**config.mk**
```make
export PLATFORM = sky130hd
export DESIGN_NAME = mux_nx1_stream_flat
export DESIGN_NICKNAME = d
export VERILOG_FILES = /design/src/rtl/mux_nx1_stream_if.sv /design/src/rtl/mux_nx1_stream.sv /design/src/flat_wrapper.sv
export SDC_FILE = /design/constraint.sdc
export NUM_CORES = 1
export LEC_CHECK = 0
export CORE_MARGIN = 5
export CORE_UTILIZATION = 35
export CTS_CLUSTER_SIZE = 28
export DETAILED_ROUTE_END_ITERATION = 10
export GPL_TIMING_DRIVEN = 0
export PLACE_DENSITY = 0.83
export REMOVE_ABC_BUFFERS = 1
export SYNTH_ARGS = -nofsm -noshare
export SYNTH_HDL_FRONTEND = slang
export SYNTH_SLANG_ARGS = --single-unit
```
**constraint.sdc**
```tcl
create_clock -name clk -period 2 [get_ports clk]
set_clock_uncertainty 0.2 [all_clocks]
set_input_delay 0.2 -clock clk [delete_from_list [all_inputs] [get_ports clk]]
set_output_delay 0.2 -clock clk [all_outputs]
set_load 0.005 [all_outputs]
```
**src/rtl/mux_nx1_stream_if.sv**
```systemverilog
// mux_nx1_stream_if: bundles the N producer streams and the single
// consumer stream of the N:1 stream multiplexer.
interface mux_nx1_stream_if #(
    parameter int WIDTH = 8,
    parameter int N     = 4,
    parameter int SEL_W = $clog2(N)
);
    logic [N*WIDTH-1:0] in_data;
    logic [N-1:0]       in_valid;
    logic [N-1:0]       in_ready;
    logic [SEL_W-1:0]   sel;
    logic [WIDTH-1:0]   out_data;
    logic               out_valid;
    logic               out_ready;
    logic [SEL_W-1:0]   out_chan;

    modport slave (
        input  in_data, in_valid, sel, out_ready,
        output in_ready, out_data, out_valid, out_chan
    );

    modport master (
        output in_data, in_valid, sel, out_ready,
        input  in_ready, out_data, out_valid, out_chan
    );
endinterface

```
**src/rtl/mux_nx1_stream.sv**
```systemverilog
// mux_nx1_stream: N-input valid/ready stream mux with a registered
// output stage; external select (MODE=0) or round-robin (MODE=1).
module mux_nx1_stream #(
    parameter int WIDTH = 8,
    parameter int N     = 4,
    parameter int SEL_W = $clog2(N),
    parameter int MODE  = 0
) (
    input logic             clk,
    input logic             rst,
    mux_nx1_stream_if.slave bus
);
    localparam int PAD = 1 << SEL_W;

    logic [PAD-1:0]   valid_pad;
    logic             load_en;
    logic             gnt_vld;
    logic             xfer;
    logic             found;
    logic [SEL_W-1:0] gnt;
    logic [SEL_W-1:0] idx;
    logic [SEL_W-1:0] ptr;
    logic [WIDTH-1:0] data_q;
    logic [SEL_W-1:0] chan_q;
    logic             valid_q;
    int               c;

    // Padding lets any sel value index safely, even when N is not 2^k.
    assign valid_pad = PAD'(bus.in_valid);
    assign load_en   = !valid_q || bus.out_ready;
    assign xfer      = !rst && load_en && gnt_vld;

    // Choose the granted channel: external select or rotating scan.
    always_comb begin
        gnt     = '0;
        gnt_vld = 1'b0;
        found   = 1'b0;
        idx     = '0;
        c       = 0;
        if (MODE == 0) begin
            gnt     = bus.sel;
            gnt_vld = (int'(bus.sel) < N) && valid_pad[bus.sel];
        end else begin
            for (int k = 0; k < N; k++) begin
                c = int'(ptr) + k;
                if (c >= N) begin
                    c = c - N;
                end
                idx = SEL_W'(c);
                if (!found && valid_pad[idx]) begin
                    gnt   = idx;
                    found = 1'b1;
                end
            end
            gnt_vld = |bus.in_valid;
        end
    end

    // Ready goes only to the granted channel, and only if it can load.
    always_comb begin
        bus.in_ready = '0;
        if (xfer) begin
            bus.in_ready[gnt] = 1'b1;
        end
    end

    // Output register: load on transfer, drop valid on a bare pop.
    always_ff @(posedge clk or posedge rst) begin
        if (rst) begin
            valid_q <= 1'b0;
            data_q  <= '0;
            chan_q  <= '0;
        end else if (xfer) begin
            valid_q <= 1'b1;
            data_q  <= bus.in_data[int'(gnt)*WIDTH +: WIDTH];
            chan_q  <= gnt;
        end else if (valid_q && bus.out_ready) begin
            valid_q <= 1'b0;
        end
    end

    // Round-robin pointer advances past the winner only on a transfer.
    always_ff @(posedge clk or posedge rst) begin
        if (rst) begin
            ptr <= '0;
        end else if (xfer && MODE == 1) begin
            ptr <= (int'(gnt) == N - 1) ? '0 : gnt + 1'b1;
        end
    end

    assign bus.out_data  = data_q;
    assign bus.out_valid = valid_q;
    assign bus.out_chan  = chan_q;
endmodule

```
**src/flat_wrapper.sv**
```systemverilog
// flat-port wrapper written by rule: the top's interface ports become plain ports
module mux_nx1_stream_flat 
#(
    parameter int WIDTH = 8,
    parameter int N     = 4,
    parameter int SEL_W = $clog2(N),
    parameter int MODE  = 0
)
  (clk, rst, bus_in_data, bus_in_valid, bus_sel, bus_out_ready, bus_in_ready, bus_out_data, bus_out_valid, bus_out_chan);
  mux_nx1_stream_if #(.WIDTH(WIDTH), .N(N), .SEL_W(SEL_W)) bus_i ();
  input logic clk;
  input logic rst;
  input wire logic [$bits(bus_i.in_data)-1:0] bus_in_data;
  input wire logic [$bits(bus_i.in_valid)-1:0] bus_in_valid;
  input wire logic [$bits(bus_i.sel)-1:0] bus_sel;
  input wire logic [$bits(bus_i.out_ready)-1:0] bus_out_ready;
  output wire logic [$bits(bus_i.in_ready)-1:0] bus_in_ready;
  output wire logic [$bits(bus_i.out_data)-1:0] bus_out_data;
  output wire logic [$bits(bus_i.out_valid)-1:0] bus_out_valid;
  output wire logic [$bits(bus_i.out_chan)-1:0] bus_out_chan;
  assign bus_i.in_data = bus_in_data;
  assign bus_i.in_valid = bus_in_valid;
  assign bus_i.sel = bus_sel;
  assign bus_i.out_ready = bus_out_ready;
  assign bus_in_ready = bus_i.in_ready;
  assign bus_out_data = bus_i.out_data;
  assign bus_out_valid = bus_i.out_valid;
  assign bus_out_chan = bus_i.out_chan;
  mux_nx1_stream #(.WIDTH(WIDTH), .N(N), .SEL_W(SEL_W), .MODE(MODE)) u_core (.clk(clk), .rst(rst), .bus(bus_i));
endmodule
```
==> results.sh <==
export IMPL_outcome="finished, final reports clean"
export IMPL_place_area_sq_mm=0.00130
export IMPL_drtAntennaViolNets=0
export IMPL_muxShareOfSynthArea=0.457
export IMPL_leakage_nw=0.563
export IMPL_syn_mean_instance_area_sq_um=14.9
export IMPL_timing_fmax_mhz=539
export IMPL_htree_num_levels=1
export IMPL_globalRouteOverflowTotal=0
export IMPL_grt_max_degree=17
export IMPL_dieWidth_um=56.1
export IMPL_drt_vias_per_instance=4.99
export IMPL_initial_core_util=0.372
export IMPL_crit_path_top_delay_cell="dfrtp_1"
export IMPL_clkTransAtPathRegs_ps=70
export IMPL_use_met3=0.0534
export IMPL_regArea_sq_um=275
export IMPL_setup_violations=0
export IMPL_clockBufferDepth=2
export IMPL_hold_viol=0
export IMPL_synth_compound_area_frac=0.0252
export IMPL_path_class="register to primary output"
export IMPL_dp_slack_ps=-706
export IMPL_async_flop_share=1.00
export IMPL_ys_ff_latch=11
export IMPL_clk_latency_ps=260
export IMPL_ys_warn_count=0
export IMPL_ir_drop_mv=0.325
export IMPL_setup_slack_ps=144
export IMPL_holdBufCountCts=0
export IMPL_finish_utilization=0.673
export IMPL_grt_pass1_wl_um=3560
export IMPL_grt_pass1_vias=781
export IMPL_yosysSeqAreaShare=0.370
export IMPL_drive_above_1_share=0.215
export IMPL_maxSlewHeadroom=0.674
export IMPL_first_iter_violations=0
export IMPL_num_rows=16
export IMPL_gr_usage_met1=0.149
export IMPL_fin_tns_setup_ps=0
export IMPL_power_density_mw_per_mm2=592
export IMPL_groute_usage_overall=0.142
export IMPL_cts_tree="built"
export IMPL_synth_cells=50
export IMPL_synth_xor_area_frac=0
export IMPL_cts_num_sinks=11
export IMPL_drt_wl_total_um=2030
export IMPL_multiInputGateArea_sq_um=443
export IMPL_arrival_ps=1460
export IMPL_antennaDiodeCount=0
export IMPL_avgRoutedWirePerCell_um=15.1
export IMPL_grt_antenna_before_repair=0
export IMPL_synth_area_sq_um=744
export IMPL_portBuffers=55
export IMPL_synth_edf_count=0
export IMPL_drc=0
export IMPL_ys_types=20
export IMPL_drt_pass1_iterations=1
export IMPL_final_nets=149
export IMPL_synth_top_family_by_area="multiplexers"
export IMPL_cts_root_buf="clkbuf_4"
export IMPL_cp_cell_sequence="nor2b_1, nor2_1, and4b_1, dlygate4sd2_1"
export IMPL_hp_class="input pin to asynchronous set/reset pin"
export IMPL_yosys_area_share_simple=0.103
export IMPL_drv_slew=0
export IMPL_ios=56
export IMPL_cts_buffers=3
export IMPL_grt_util_met2=0.264
export IMPL_crit_path_start_kind="register"
export IMPL_final_period_utilization=0.928
export IMPL_place_gp_congestion=0.739
export IMPL_dp_hpwl_um=1600
export IMPL_nFillCells=173
export IMPL_critPathCaptureType="primary output"
export IMPL_final_cell_area_sq_mm=0.00135
export IMPL_worst_pin_slew_ps=489
export IMPL_synth_top_flop_cell="dfrtp_1"
export IMPL_die_area_sq_mm=0.00315
export IMPL_route_vias_total=668
export IMPL_area_growth_pct=80.8
export IMPL_coreArea_sq_mm=0.00200
export IMPL_synthAdderAreaFrac=0
export IMPL_slowest_delay_ps=420
export IMPL_rsz0062_at_grt="no"
export IMPL_required_ps=1600
export IMPL_period_minus_slack_ps=1860
export IMPL_maxCapViolCount=0
export IMPL_path_max_fanout=3
export IMPL_busiest_layer="met2"
export IMPL_die_h_um=56.1
[final timing paths]
check                           cells past startpoint                endpoint                    from  slack (ps)
worst max register to register                      3  u_core.bus.out_data[3]    u_core.bus.out_valid         680
worst min-delay path                                3    u_core.bus.out_valid                     rst         180
worst min register to register                      1  u_core.bus.out_data[1]  u_core.bus.out_data[1]         310
min in group clk                                    1  u_core.bus.out_data[1]  u_core.bus.out_data[1]         310
max in group asynchronous                           3  u_core.bus.out_data[6]                     rst        1250
worst max-delay path                                4         bus_in_ready[2]    u_core.bus.out_valid         140
[synth_stat cells, types with 2 or more instances]
master	number	area [sq um]
buf_6	2	22.5
dfrtp_1	11	275
inv_1	2	7.51
mux2_2	10	113
mux4_1	4	105
mux4_2	5	113
nand2_1	2	7.51
nor2_1	2	7.51
[worst max-delay path: cells and delay by family (launching register included)]
family                 cells  cell delay, ps
and+or+nand+nor            3             520
DFF                        1             420
buffers and inverters      1             250
[cells by family (layout without fill, tap and decap cells)]
group | count (synthesis) | after routing
AOI/OAI and AO/OA | 3 | 3
and+or+nand+nor | 11 | 11
DFF | 11 | 11
muxes | 20 | 20
buffers and inverters | 5 | 62
[state kept, by name, summed over array words and instances (netlist names)]
register and count:
u_core.bus.out_data 8, u_core.bus.out_chan 2, u_core.bus.out_valid 1
[what timing repair did]
action | CTS | global route
setup buffers | 1 | 0
endpoints found under the hold margin | 0 | 0
resized for setup | 9 | 2
pin swaps | 1 | 0
setup endpoints to repair | 14 | 1
[cell type report]
type	instances	share of cell area
clock buffers	4	0.0195
flip-flops and latches	11	0.204
inverters	2	0.00836
well taps	27	0.0251
multi-input cells	34	0.329
repair buffers	56	0.414
[cells in the final DEF, fill, tap and decap left out]
cell and n:
clkbuf_1 1, dlymetal6s2s_1 1, nor3b_1 1, nand3_1 1, mux2i_1 1, inv_1 1
nand2b_4 1, dfrtp_1 11, o21ai_0 1, clkdlybuf4s15_2 1, nand2_1 2, mux4_1 4
and4b_1 1, clkbuf_4 3, nor2_1 2, a31oi_1 1, nand3_4 1, clkinvlp_4 1
buf_4 1, dlygate4sd2_1 4, o31ai_1 1, mux2_2 10, and4_1 1, mux4_2 5
nor2b_1 1, clkdlybuf4s50_1 49
[metal layers]
| metal | up-vias | routed length (um) |
|---|---|---|
| met5 | - | 0 |
| li1 | 316 | - |
| met2 | 34 | 1090 |
| met4 | 0 | 8 |
| met3 | 2 | 191 |
| met1 | 316 | 733 |
[report_power, final]
group | total (mW) | switching, mW | leakage (nW) | internal (mW)
combinational | 0.337 | 0.0909 | 0.420 | 0.246
sequential | 0.311 | 0.0313 | 0.128 | 0.280
clock | 0.149 | 0.0725 | 0.0150 | 0.0769
[metrics by stage]
| step | total power, mW | hold slack (ps) | instances |
|---|---|---|---|
| final | 0.797 | 184 | 134 |
| after floorplan | 0.426 | -101 | 47 |
| after global placement | 0.645 | 288 | 129 |
| after detailed placement | 0.655 | 294 | 129 |
| after CTS | 0.810 | 169 | 134 |
| after global routing | 0.856 | 210 | 134 |
Note: power is estimated with default switching activity, not from simulation.
